### src/rtl/fulladd_serial_if.sv
// Valid/ready operand and result bundle for fulladd_serial.
// The sub signal exists only when FULLADD_SERIAL_SUB_EN is defined.
interface fulladd_serial_if #(
  parameter int unsigned W = 8
);
  logic         in_valid;
  logic         in_ready;
  logic [W-1:0] a;
  logic [W-1:0] b;
  logic         cin;
`ifdef FULLADD_SERIAL_SUB_EN
  logic         sub;
`endif
  logic         out_valid;
  logic         out_ready;
  logic [W-1:0] s;
  logic         cout;
  logic         ovf;

`ifdef FULLADD_SERIAL_SUB_EN
  modport master (
    output in_valid, a, b, cin, sub, out_ready,
    input  in_ready, out_valid, s, cout, ovf
  );
  modport slave (
    input  in_valid, a, b, cin, sub, out_ready,
    output in_ready, out_valid, s, cout, ovf
  );
`else
  modport master (
    output in_valid, a, b, cin, out_ready,
    input  in_ready, out_valid, s, cout, ovf
  );
  modport slave (
    input  in_valid, a, b, cin, out_ready,
    output in_ready, out_valid, s, cout, ovf
  );
`endif
endinterface

### src/rtl/fulladd_serial.sv
// Digit-serial ripple adder: one D-bit slice stepped over W-bit operands, one digit per clock.
// Optional subtract mode enabled by defining FULLADD_SERIAL_SUB_EN.
module fulladd_serial #(
  parameter int unsigned W = 8,
  parameter int unsigned D = 2
) (
  input  logic          clk,
  input  logic          rst,
  fulladd_serial_if.slave bus
);
  localparam int unsigned N  = (D >= 1) ? (W / D) : 1;
  localparam int unsigned CW = (N > 1) ? $clog2(N) : 1;

  if ((W < 1) || (D < 1) || (D > W) || ((W % D) != 0)) begin : g_bad_params
    $error("fulladd_serial: illegal W/D combination");
  end

  typedef enum logic [1:0] {
    IDLE = 2'd0,
    RUN  = 2'd1,
    DONE = 2'd2
  } state_t;

  state_t        state_q, state_n;
  logic [CW-1:0] cnt_q, cnt_n;
  logic          carry_q, carry_n;
  logic [W-1:0]  work_q, work_n;
  logic [W-1:0]  a_q, a_n;
  logic [W-1:0]  beff_q, beff_n;
  logic [W-1:0]  s_q, s_n;
  logic          cout_q, cout_n;
  logic          ovf_q, ovf_n;
  logic          in_ready_q, in_ready_n;
  logic          out_valid_q, out_valid_n;

  logic [D-1:0]  a_dig;
  logic [D-1:0]  b_dig;
  logic [D:0]    dres;
  logic          sub_eff;

`ifdef FULLADD_SERIAL_SUB_EN
  assign sub_eff = bus.sub;
`else
  assign sub_eff = 1'b0;
`endif

  // Next-state, datapath step and registered-output decode
  always_comb begin
    state_n  = state_q;
    cnt_n    = cnt_q;
    carry_n  = carry_q;
    work_n   = work_q;
    a_n      = a_q;
    beff_n   = beff_q;
    s_n      = s_q;
    cout_n   = cout_q;
    ovf_n    = ovf_q;
    a_dig    = '0;
    b_dig    = '0;
    dres     = '0;

    unique case (state_q)
      IDLE: begin
        if (bus.in_valid) begin
          a_n     = bus.a;
          beff_n  = bus.b ^ {W{sub_eff}};
          carry_n = bus.cin ^ sub_eff;
          cnt_n   = '0;
          state_n = RUN;
        end
      end
      RUN: begin
        for (int k = 0; k < N; k++) begin
          if (cnt_q == CW'(k)) begin
            a_dig = a_q[k*D +: D];
            b_dig = beff_q[k*D +: D];
          end
        end
        dres = {1'b0, a_dig} + {1'b0, b_dig} + (D+1)'(carry_q);
        for (int k = 0; k < N; k++) begin
          if (cnt_q == CW'(k)) begin
            work_n[k*D +: D] = dres[D-1:0];
          end
        end
        carry_n = dres[D];
        cnt_n   = cnt_q + CW'(1);
        // Last digit: publish the result and freeze it until the next completion
        if (cnt_q == CW'(N - 1)) begin
          s_n     = work_n;
          cout_n  = dres[D];
          ovf_n   = (a_q[W-1] == beff_q[W-1]) & (work_n[W-1] != a_q[W-1]);
          state_n = DONE;
        end
      end
      DONE: begin
        if (bus.out_ready) begin
          state_n = IDLE;
        end
      end
      default: begin
        state_n = IDLE;
      end
    endcase

    in_ready_n  = (state_n == IDLE);
    out_valid_n = (state_n == DONE);
  end

  // State and datapath registers
  always_ff @(posedge clk or posedge rst) begin
    if (rst) begin
      state_q     <= IDLE;
      cnt_q       <= '0;
      carry_q     <= 1'b0;
      work_q      <= '0;
      a_q         <= '0;
      beff_q      <= '0;
      s_q         <= '0;
      cout_q      <= 1'b0;
      ovf_q       <= 1'b0;
      in_ready_q  <= 1'b1;
      out_valid_q <= 1'b0;
    end else begin
      state_q     <= state_n;
      cnt_q       <= cnt_n;
      carry_q     <= carry_n;
      work_q      <= work_n;
      a_q         <= a_n;
      beff_q      <= beff_n;
      s_q         <= s_n;
      cout_q      <= cout_n;
      ovf_q       <= ovf_n;
      in_ready_q  <= in_ready_n;
      out_valid_q <= out_valid_n;
    end
  end

  assign bus.in_ready  = in_ready_q;
  assign bus.out_valid = out_valid_q;
  assign bus.s         = s_q;
  assign bus.cout      = cout_q;
  assign bus.ovf       = ovf_q;

endmodule
### src/flat_wrapper.sv
// flat-port wrapper written by rule: the top's interface ports become plain ports
module fulladd_serial_flat 
#(
  parameter int unsigned W = 8,
  parameter int unsigned D = 2
)
  (clk, rst, bus_in_valid, bus_a, bus_b, bus_cin, bus_out_ready, bus_in_ready, bus_out_valid, bus_s, bus_cout, bus_ovf);
  fulladd_serial_if #(.W(W)) bus_i ();
  input  logic clk;
  input  logic rst;
  input wire logic [$bits(bus_i.in_valid)-1:0] bus_in_valid;
  input wire logic [$bits(bus_i.a)-1:0] bus_a;
  input wire logic [$bits(bus_i.b)-1:0] bus_b;
  input wire logic [$bits(bus_i.cin)-1:0] bus_cin;
  input wire logic [$bits(bus_i.out_ready)-1:0] bus_out_ready;
  output wire logic [$bits(bus_i.in_ready)-1:0] bus_in_ready;
  output wire logic [$bits(bus_i.out_valid)-1:0] bus_out_valid;
  output wire logic [$bits(bus_i.s)-1:0] bus_s;
  output wire logic [$bits(bus_i.cout)-1:0] bus_cout;
  output wire logic [$bits(bus_i.ovf)-1:0] bus_ovf;
  assign bus_i.in_valid = bus_in_valid;
  assign bus_i.a = bus_a;
  assign bus_i.b = bus_b;
  assign bus_i.cin = bus_cin;
  assign bus_i.out_ready = bus_out_ready;
  assign bus_in_ready = bus_i.in_ready;
  assign bus_out_valid = bus_i.out_valid;
  assign bus_s = bus_i.s;
  assign bus_cout = bus_i.cout;
  assign bus_ovf = bus_i.ovf;
  fulladd_serial #(.W(W), .D(D)) u_core (.clk(clk), .rst(rst), .bus(bus_i));
endmodule
### config.mk
export PLATFORM = sky130hd
export DESIGN_NAME = fulladd_serial_flat
export DESIGN_NICKNAME = d
export VERILOG_FILES = /design/src/rtl/fulladd_serial_if.sv /design/src/rtl/fulladd_serial.sv /design/src/flat_wrapper.sv
export SDC_FILE = /design/constraint.sdc
export NUM_CORES = 1
export LEC_CHECK = 0
export ABC_AREA = 0
export BUFFER_PORTS_ARGS = -buffer_cell sky130_fd_sc_hd__buf_2
export CORE_MARGIN = 4
export CORE_UTILIZATION = 48
export CTS_CLUSTER_SIZE = 16
export DETAILED_ROUTE_END_ITERATION = 10
export MAX_ROUTING_LAYER = met4
export PLACE_DENSITY = 0.67
export SYNTH_ARGS = -nofsm -noshare
export SYNTH_HDL_FRONTEND = slang
export SYNTH_SLANG_ARGS = --single-unit
### constraint.sdc
create_clock -name clk -period 4.8 [get_ports clk]
set_clock_uncertainty 0.2 [all_clocks]
set_input_delay 0.24 -clock clk [delete_from_list [all_inputs] [get_ports clk]]
set_output_delay 0.24 -clock clk [all_outputs]
set_load 0.05 [all_outputs]
# Word level (Yosys, flattened, before mapping)
# Index checks and enable logic that the tools add are counted.
op_classes:
  reduce_logical: 7
  n_mux: 23
  n_lt_le_gt_ge: 0
  n_eq_ne: 9
  addsub: 3
  n_mul: 0
  div: 0
  bitwise: 1
  shift: 0
ops:
  columns: ["operator", "n"]
  rows:
  - ["2-bit two-way mux", 19]
  - ["2-bit == test (second input constant)", 4]
  - ["2-bit logical NOT", 3]
  - ["2-bit one-hot mux with 3 select lines", 1]
  - ["2-bit AND reduction", 3]
  - ["2-bit by 1-bit == test with 1-bit output (second input constant)", 2]
  - ["2-bit one-hot mux with 2 select lines", 1]
  - ["2-bit by 2-bit adder with 3-bit output", 1]
  - ["3-bit by 1-bit adder with 3-bit output", 1]
  - ["2-bit by 1-bit adder with 2-bit output (second input constant)", 1]
  - ["2-bit != test (second input constant)", 1]
  - ["1-bit one-hot mux with 2 select lines", 1]
  - ["2-bit nonzero test", 1]
  - ["1-bit bitwise AND", 1]
  - ["1-bit == test", 1]
  - ["1-bit two-way mux", 1]
  - ["1-bit != test", 1]
totals:
  mem_count: 0
  ram_bits: 0
  regBits: 41
  output_inout_bits: 12
  input_bits: 21
  latchBits: 0
  elab_cells: 54
  rom_bits: 0

# Longest topological paths before layout
# Gate-level depths: netlist of run 1.
logic_depth:
  ltp_word: 12
  ltp_mapped: 12
  ltp_nobuf: 10

# Worst setup path after synthesis of run 1
# Ideal clock, no wire load.
synth_path:
  path_type: "register -> register"
  start: "register u_core.cnt_q[0]"
  end: "register u_core.ovf_q, in the netlist u_core.bus.ovf"
  path_slack_ns: 1.965
  setup_ns: 0.082
  period_less_slack_ns: 2.835
  n_path_buf: 1
  t_required_ns: 4.518
  stages_incl_launch_ff: 11
  arrival_ns: 2.554
  path_cell_list: "dfrtp_1 inv_1 ha_1 nor2b_1 a221o_1 a22oi_1 fa_1 fa_1 clkbuf_1 or3_1 a31oi_1"
synth_via:
  elab_chain_len: 12
  elab_cells_between_ends: 21
  cone_classes: "add/sub: 2; eq/ne: 4; mux: 12; bitwise: 1; reduce/logical: 2"
synth_lines:
  columns: ["item", "line_no", "rtl"]
  rows:
  - ["from (decl)", "fulladd_serial.sv:25", "logic [CW-1:0] cnt_q, cnt_n;"]
  - ["from (signal assigned)", "fulladd_serial.sv:125", "cnt_q <= cnt_n;"]
  - ["2-bit logical NOT", "fulladd_serial.sv:74", "if (cnt_q == CW'(k)) begin"]
  - ["2-bit two-way mux (4 in a row)", "fulladd_serial.sv:74", null]
  - ["2-bit two-way mux", "fulladd_serial.sv:62", "unique case (state_q)"]
  - ["2-bit by 2-bit adder with 3-bit output", "fulladd_serial.sv:79", "dres = {1'b0, a_dig} + {1'b0, b_dig} + (D+1)'(carry_q);"]
  - ["3-bit by 1-bit adder with 3-bit output", "fulladd_serial.sv:79", null]
  - ["2-bit two-way mux", "fulladd_serial.sv:81", "if (cnt_q == CW'(k)) begin"]
  - ["2-bit two-way mux", "fulladd_serial.sv:62", null]
  - ["1-bit != test", "fulladd_serial.sv:91", "ovf_n = (a_q[W-1] == beff_q[W-1]) & (work_n[W-1] != a_q[W-1]);"]
  - ["1-bit bitwise AND", "fulladd_serial.sv:91", null]
  - ["to (signal assigned)", "fulladd_serial.sv:132", "ovf_q <= ovf_n;"]
  - ["to (decl)", "fulladd_serial.sv:32", "logic ovf_q, ovf_n;"]
# Several ways; a longest one is shown, not always the timed one. The select of a mux whose other input is x is not followed.
# A chain may end at the register's enable or synchronous reset.

# Final worst setup path of run 1
# Same ends and word-level chain as after synthesis.

==> metrics.yaml, run 1 <==
status:
  status: "finished clean"
floorplanning:
  die_h_um: 69.42
  num_rows: 22
  die_w_um: 69.42
  die_area_um2: 4818
  initial_core_util_pct: 49.45
  ios: 33
  core_um2: 3661
cells_and_area:
  drive_above_1_share_pct: 25.82
  syn_to_final_growth_pct: 24.53
  nets: 239
  diodes: 0
  n_fill_cell: 307
  seq_area_um2: 977.2
  multi_input_area_um2: 718.2
logic_synthesis:
  synth_fp_nets: 192
  synth.yosys.seq_area_share_pct: 53.97
  ys.flop_type: "dfrtp_1"
  ys_ff_latch: 39
  synth_edf_count: 0
  yosys_warnings: 0
  synth_cells: 165
  syn_avg_cell_area_um2: 10.97
  syn_area_um2: 1810
  synth_cell_types: 31
  synthArstFlopShare_pct: 100.0
global_route:
  grt_first_pass_wirelength_mm: 6.810
  grt_max_degree: 40
  grt_pass1_vias: 1470
  gr-usage-all-layers_pct: 18.46
  grt_overflow: 0
  antenna_found_initial: 0
setup_path:
  required_ps: 4810
  worstPathMaxFanout: 9
  start_kind: "flip-flop"
  cp.arrival_ps: 3140
  path_class: "reg2reg"
  critPathCaptureType: "flip-flop"
power_and_ir_drop:
  cellLeakagePower_nw: 1.046
  powerDensity_nw_per_um2: 788.6
  total_power_mw: 1.778
  ir_worst_vdd_uv: 422.4
placement:
  gp_congestion: 0.8187
  hpwlAfterDp_mm: 2.540
  port-buffer-count: 32
  dp_slack_ps: 1693
sta:
  timing.fmax_mhz: 319.3
  period_needed_ps: 3132
  rsz0062_at_grt: "no"
  worst_pin_slew_ps: 875.5
  maxSlewViolCount: 0
  tns_ps: 0
  hold_viol: 0
  setup_viol: 0
  relSlewSlack_pct: 41.57
  period_share_pct: 65.24
  setup_ws_ps: 1668
detailed_routing:
  vias: 1347
  drc: 0
  firstDrtPassIters: 4
  drtIter0Drc: 77
  routed_wl_mm: 3.767
  ant_nets: 0
  routed_via_density: 5.161
  wl_per_cell_um: 14.43
cts:
  clock_sinks: 39
  ctsResizeCount: 0
  postCtsSetupRepairBufs: 0
  htreeDepth: 2
  cts_tree: "yes"
  clk_pin_slew_ps: 80
  root_buffer: "clkbuf_8"
  clock_path_buffers: 2
  cts_buffers: 5
  clk_latency_ps: 290
  ctsHoldBuffers: 18
job:
  cap_violations: 0
hold_path:
  hold_class: "in2reg"
## cells in the final DEF, fill, tap and decap left out, drive strengths merged
cell type and n:
dfrtp 38, buf 33, o21ai 27, nand2 26, dlygate4sd3 18, mux2 12
inv 9, a21oi 7, clkbuf 6, a22oi 4, ha 4, nand3b 4
nor2 3, a221o 3, o31ai 2, nor2b 2, a31oi 2, fa 2
nand2b 1, o21bai 1, and3b 1, nor3b 1, a32o 1, a2bb2oi 1
nand3 1, or3 1, bufinv 1, clkinv 1, dfstp 1
## kinds of logic (layout without fill, tap and decap cells)
| group | Yosys count | after routing | synth area share, % |
|---|---|---|---|
| compound gates | 48 | 48 | 15.69 |
| mux | 12 | 12 | 7.464 |
| flops | 39 | 39 | 53.97 |
| buf+inv | 20 | 68 | 6.357 |
| fa+ha+maj | 6 | 6 | 4.976 |
| simple gates | 40 | 40 | 11.54 |
## per-stage QoR
step / cell area, µm² / std cells / hold slack (ps) / util, %
after floorplan: 1810 / 165 / 126.3 / -
after global placement: 1957 / 235 / 165.1 / 53.45
after detailed placement: 1957 / 235 / 173.7 / 53.45
after CTS: 2255 / 261 / 67.18 / 61.59
after global routing: 2255 / 261 / 71.79 / 61.59
final: 2255 / 261 / 76.58 / 61.59
## registers in the layout, summed over array words and instances (netlist names), 2 cells and up
signal          flops
u_core.bus.s        8
u_core.beff_q       8
u_core.a_q          8
u_core.work_q       6
u_core.cnt_q        2
u_core.state_q      2
## where the power goes
part	leakage (nW)	internal (mW)	switching [mW]
clock	0.0612	0.168	0.112
combinational	0.508	0.333	0.560
sequential	0.477	0.492	0.113
total	1.05	0.993	0.785
## worst max-delay path, stage by stage, from the launching register on
cell and delay (ps):
dfrtp_1 420, inv_1 100, ha_1 270, nor2b_1 260
a221o_1 180, a22oi_1 70, fa_1 410, fa_1 580
or3_1 370, a31oi_1 190
## per-layer routing
metal	routed length, µm	GRT usage [%]
met3	197	6.812
met1	1588	21.44
met2	1926	29.24
met5	0	-
met4	55	6.941
## cells in the mapped netlist (2+ instances only)
| library cell | count | area share, % |
|---|---|---|
| a21oi_1 | 7 | 1.9 |
| a221o_1 | 3 | 1.7 |
| a22oi_1 | 4 | 1.7 |
| a31oi_1 | 2 | 0.69 |
| buf_2 | 5 | 1.4 |
| buf_6 | 4 | 2.5 |
| dfrtp_1 | 38 | 53 |
| fa_1 | 2 | 2.2 |
| ha_1 | 4 | 2.8 |
| inv_1 | 9 | 1.9 |
| mux2_2 | 11 | 6.8 |
| nand2_1 | 26 | 5.4 |
| nand3b_1 | 3 | 1.2 |
| nor2_1 | 3 | 0.62 |
| nor2b_1 | 2 | 0.69 |
| o21ai_0 | 21 | 5.8 |
| o21ai_1 | 6 | 1.7 |
| o31ai_1 | 2 | 0.83 |
## final cells by class
class	count	share of cell area, %
Clock inverter	2	1.554
Tap cell	48	2.664
Inverter	9	1.498
Sequential cell	39	43.34
Multi-Input combinational cell	106	31.85
Clock buffer	6	3.663
Timing Repair Buffer	51	15.43
## path summary, 6_finish.rpt
kind	startpoint	endpoint	slack, ps	cells after the start
setup / recovery	u_core.cnt_q[0]$_DFFE_PP0P_	u_core.bus.ovf$_DFFE_PP0P_	1670	9
hold / removal	bus_cin	u_core.carry_q$_DFFE_PP0P_	80	3
setup reg to reg	u_core.cnt_q[0]$_DFFE_PP0P_	u_core.bus.ovf$_DFFE_PP0P_	1670	9
max in group asynchronous	rst	u_core.bus.in_ready$_DFF_PP1_	3640	4
hold reg to reg	u_core.bus.cout$_DFFE_PP0P_	u_core.bus.cout$_DFFE_PP0P_	280	2
min in group asynchronous	rst	u_core.bus.s[2]$_DFFE_PP0P_	390	4
No activity file was read; power rests on OpenSTA's default activity.
==> run 2: changes to the inputs <==
--- a/config.mk
+++ b/config.mk
@@ -5,14 +5,14 @@
 export SDC_FILE = /design/constraint.sdc
 export NUM_CORES = 1
 export LEC_CHECK = 0
-export ABC_AREA = 0
+export ABC_AREA = 1
 export BUFFER_PORTS_ARGS = -buffer_cell sky130_fd_sc_hd__buf_2
 export CORE_MARGIN = 4
 export CORE_UTILIZATION = 48
 export CTS_CLUSTER_SIZE = 16
 export DETAILED_ROUTE_END_ITERATION = 10
 export MAX_ROUTING_LAYER = met4
-export PLACE_DENSITY = 0.67
+export PLACE_DENSITY = 0.7
 export SYNTH_ARGS = -nofsm -noshare
 export SYNTH_HDL_FRONTEND = slang
 export SYNTH_SLANG_ARGS = --single-unit
==> constraint.sdc (replaced) <==
create_clock -name clk -period 2.55 [get_ports clk]
set_clock_uncertainty 0.2 [all_clocks]
set_input_delay 0.1275 -clock clk [delete_from_list [all_inputs] [get_ports clk]]
set_output_delay 0.1275 -clock clk [all_outputs]
set_load 0.05 [all_outputs]
==> run 2 against run 1 <==
- the run now ends with negative setup slack left
- sequential share of layout area is 6.6 points lower
- critical path depth grew 5
- first-iteration DRC count is 38% higher
- worst hold slack better by 200 ps
- routed wire length grew 21%
- cell area grew 21%
- sequential cell count increased by 1
- non-clock buffer count is 31 higher
- count of clock-buffer cells in the layout grew 1
- highest routed layer unchanged
==> metrics.yaml, run 2 <==
status:
  status: "finished with violations"  # was finished clean
  violations: "negative setup slack"
setup_path:
  critPathCaptureType: "flip-flop"  # unchanged
  crit_family: "adder cells"  # unchanged
  cp_slowest_cell: "fa_2"  # was fa_1
  worstPathMaxFanout: 4  # was 9
  start_kind: "flip-flop"  # unchanged
  crit_top_cell: "nand2_1"  # was fa_1
  cp.arrival_ps: 2600  # was 3140 ps
  path_buf_inv: 3  # was 1
  crit_chain: "inv_2 > ha_4 > buf_6 > a21oi_2 > nand2_1 > a21boi_2 > fa_2 > fa_2 > inv_2 > nand2_2 > nand2_1 > nand2_1 > nand3_2 > nand2_1"  # was inv_1 > ha_1 > nor2b_1 > a221o_1 > a22oi_1 > fa_1 > fa_1 > or3_1 > a31oi_1
  path_class: "reg2reg"  # unchanged
  required_ps: 2590  # was 4810 ps
  cpPeakStageDelay_ps: 580  # about the same
sta:
  hold_viol: 0  # unchanged
  tns_ps: -32.54  # was 0 ps
  relSlewSlack_pct: 68.12  # was 41.57%
  timing.fmax_mhz: 390.0  # was 319.3 MHz
  maxSlewViolCount: 0  # unchanged
  period_share_pct: 100.6  # was 65.24%
  setup_viol: 3  # was 0
  hold_slack_ps: 273.3  # was 76.58 ps
  rsz0062_at_grt: "yes"  # was no
  worst_pin_slew_ps: 478.2  # was 875.5 ps
  setup_ws_ps: -14.29  # was 1668 ps
  period_needed_ps: 2564  # was 3132 ps
logic_synthesis:
  syn_avg_cell_area_um2: 8.237  # was 10.97 µm²
  synth_edf_count: 0  # unchanged
  synth_commonest_cells: "nand2_1 (96), dfrtp_1 (39), inv_1 (18), nand3_1 (18), o21ai_0 (16)"  # was dfrtp_1 (38), nand2_1 (26), o21ai_0 (21)
  synth_most_common_cell: "nand2_1"  # was dfrtp_1
  synthArstFlopShare_pct: 100.0  # unchanged
  synthTopCellsByArea: "dfrtp_1 (52%), nand2_1 (19%), nand3_1 (4.8%), o21ai_0 (4.3%), inv_1 (3.6%)"  # was dfrtp_1 (53%), mux2_2 (6.8%), o21ai_0 (5.8%), nand2_1 (5.4%), ha_1 (2.8%)
  ys_ff_latch: 40  # was 39
  yosys.area.top_type: "dfrtp_1"  # unchanged
  synth_fp_nets: 255  # was 192
  syn_area_um2: 1878  # was 1810 µm²
  yosys_warnings: 0  # unchanged
  synth_cells: 228  # was 165
  synth_top_area_share_pct: 51.97  # was 52.52%
  ys.flop_type: "dfrtp_1"  # unchanged
  synth_cell_types: 22  # was 31
  synth.yosys.seq_area_share_pct: 53.36  # was 53.97%
cts:
  cts_buffers: 5  # unchanged
  clk_pin_slew_ps: 70  # was 80 ps
  cts_tree: "yes"  # unchanged
  clock_path_buffers: 2  # unchanged
  clk_latency_ps: 300  # was 290 ps
  htreeDepth: 2  # unchanged
  clock_sinks: 40  # was 39
  root_buffer: "clkbuf_8"  # unchanged
global_route:
  grt_pass1_vias: 1698  # was 1470
  grt_overflow: 0  # unchanged
  gr-usage-all-layers_pct: 20.28  # was 18.46%
  grt_max_degree: 41  # was 40
  grt_first_pass_wirelength_mm: 7.659  # was 6.810 mm
  antenna_found_initial: 0  # unchanged
placement:
  port-buffer-count: 32  # unchanged
  placed_area_um2: 2171  # was 1957 µm²
  gp_congestion: 0.9344  # was 0.8187
  hpwlAfterDp_mm: 2.749  # was 2.540 mm
job:
  cap_violations: 0  # unchanged
detailed_routing:
  ant_nets: 0  # unchanged
  routed_via_density: 4.802  # was 5.161
  routed_wl_mm: 4.544  # was 3.767 mm
  wl_per_cell_um: 12.66  # was 14.43 µm
  firstDrtPassIters: 4  # unchanged
  drc: 0  # unchanged
  drtIter0Drc: 106  # was 77
  vias: 1724  # was 1347
floorplanning:
  core_um2: 3716  # was 3661 µm²
  die_w_um: 70.55  # was 69.42 µm
  num_rows: 22  # unchanged
  die_area_um2: 4977  # was 4818 µm²
  die_h_um: 70.55  # was 69.42 µm
  ios: 33  # unchanged
  initial_core_util_pct: 50.54  # was 49.45%
cells_and_area:
  syn_to_final_growth_pct: 45.24  # was 24.53%
  nets: 337  # was 239
  final_area_um2: 2728  # was 2255 µm²
  final_cell_mix: "nand2_1 (92), dfrtp_1 (38), buf_2 (32)"  # was dfrtp_1 (38), buf_2 (32), nand2_1 (26)
  final_common_cell: "nand2_1"  # was dfrtp_1
  drive_above_1_share_pct: 28.94  # was 25.82%
  diodes: 0  # unchanged
  final_core_util_pct: 73.40  # was 61.59%
power_and_ir_drop:
  cellLeakagePower_nw: 1.418  # was 1.046 nW
  total_power_mw: 3.957  # was 1.778 mW
  powerDensity_nw_per_um2: 1451  # was 788.6 nW/µm²
  ir_worst_vdd_uv: 899.8  # was 422.4 µV
hold_path:
  hold_class: "reg2reg"  # was in2reg
==> run 2: worst min-delay path, cell delays in order, from the launching register on <==
cell	delay, ps
dfrtp_1	350
nand2_1	50
nand2_1	40
==> run 2: path summary, 6_finish.rpt <==
path,start,to,slack [ps],cells after the start
max in group asynchronous,rst,u_core.cnt_q[0]$_DFFE_PP0P_,1510,4
worst max-delay path,u_core.cnt_q[1]$_DFFE_PP0P_,u_core.bus.ovf$_DFFE_PP0P_,-10,14
min in group asynchronous,rst,u_core.bus.s[6]$_DFFE_PP0P_,280,4
worst min-delay path,u_core.bus.ovf$_DFFE_PP0P_,u_core.bus.ovf$_DFFE_PP0P_,270,2
worst min register to register,u_core.bus.ovf$_DFFE_PP0P_,u_core.bus.ovf$_DFFE_PP0P_,270,2
worst max register to register,u_core.cnt_q[1]$_DFFE_PP0P_,u_core.bus.ovf$_DFFE_PP0P_,-10,14
==> run 2: repair_timing <==
item | CTS | global route
hold buffers | 29 | 0
hold endpoints to repair | 59 | 0
gates resized for setup | 9 | 21
endpoints found under the setup margin | 7 | 16
setup buffers | 5 | 3
pin swaps | 8 | 12
==> run 2: layout make-up <==
| class | count | area, µm² |
|---|---|---|
| clock buffers | 7 | 96.34 |
| clock inverters | 1 | 30.03 |
| fillers | 301 | 988.4 |
| inverters | 20 | 80.08 |
| multi-input cells | 161 | 845.8 |
| flip-flops and latches | 40 | 1003 |
| well taps | 48 | 60.06 |
| repair buffers | 82 | 611.8 |
==> run 2: per-stage QoR <==
step / setup WS (ps) / std cells
3_3_place_gp: -52.96 / 314
5_1_grt: -150.1 / 359
6_report: -14.29 / 359
4_1_cts: -91.35 / 356
3_5_place_dp: -101.7 / 314
2_1_floorplan: 2.952 / 228
==> run 2: logic make-up after synthesis <==
kind of cell	synth area share, %
buffers and inverters	6.394
flip-flops	53.36
adder cells (fa/ha/maj)	4.797
AO/OA/AOI/OAI	7.995
AND/OR/NAND/NOR	27.45
==> run 2: routing by layer <==
| metal | GRT usage (%) | up-vias | share of wire [%] |
|---|---|---|---|
| met5 | - | - | 0 |
| met1 | 23.69 | 794 | 43 |
| met2 | 33.06 | 38 | 50 |
| met4 | 7.724 | 0 | 3.0 |
| li1 | - | 878 | - |
| met3 | 6.108 | 14 | 4.5 |
==> run 2: power breakdown <==
group | switching (mW) | internal, mW | total (mW)
registers | 0.170 | 0.935 | 1.10
logic | 1.39 | 0.910 | 2.30
clock network | 0.212 | 0.345 | 0.557
total | 1.77 | 2.19 | 3.96
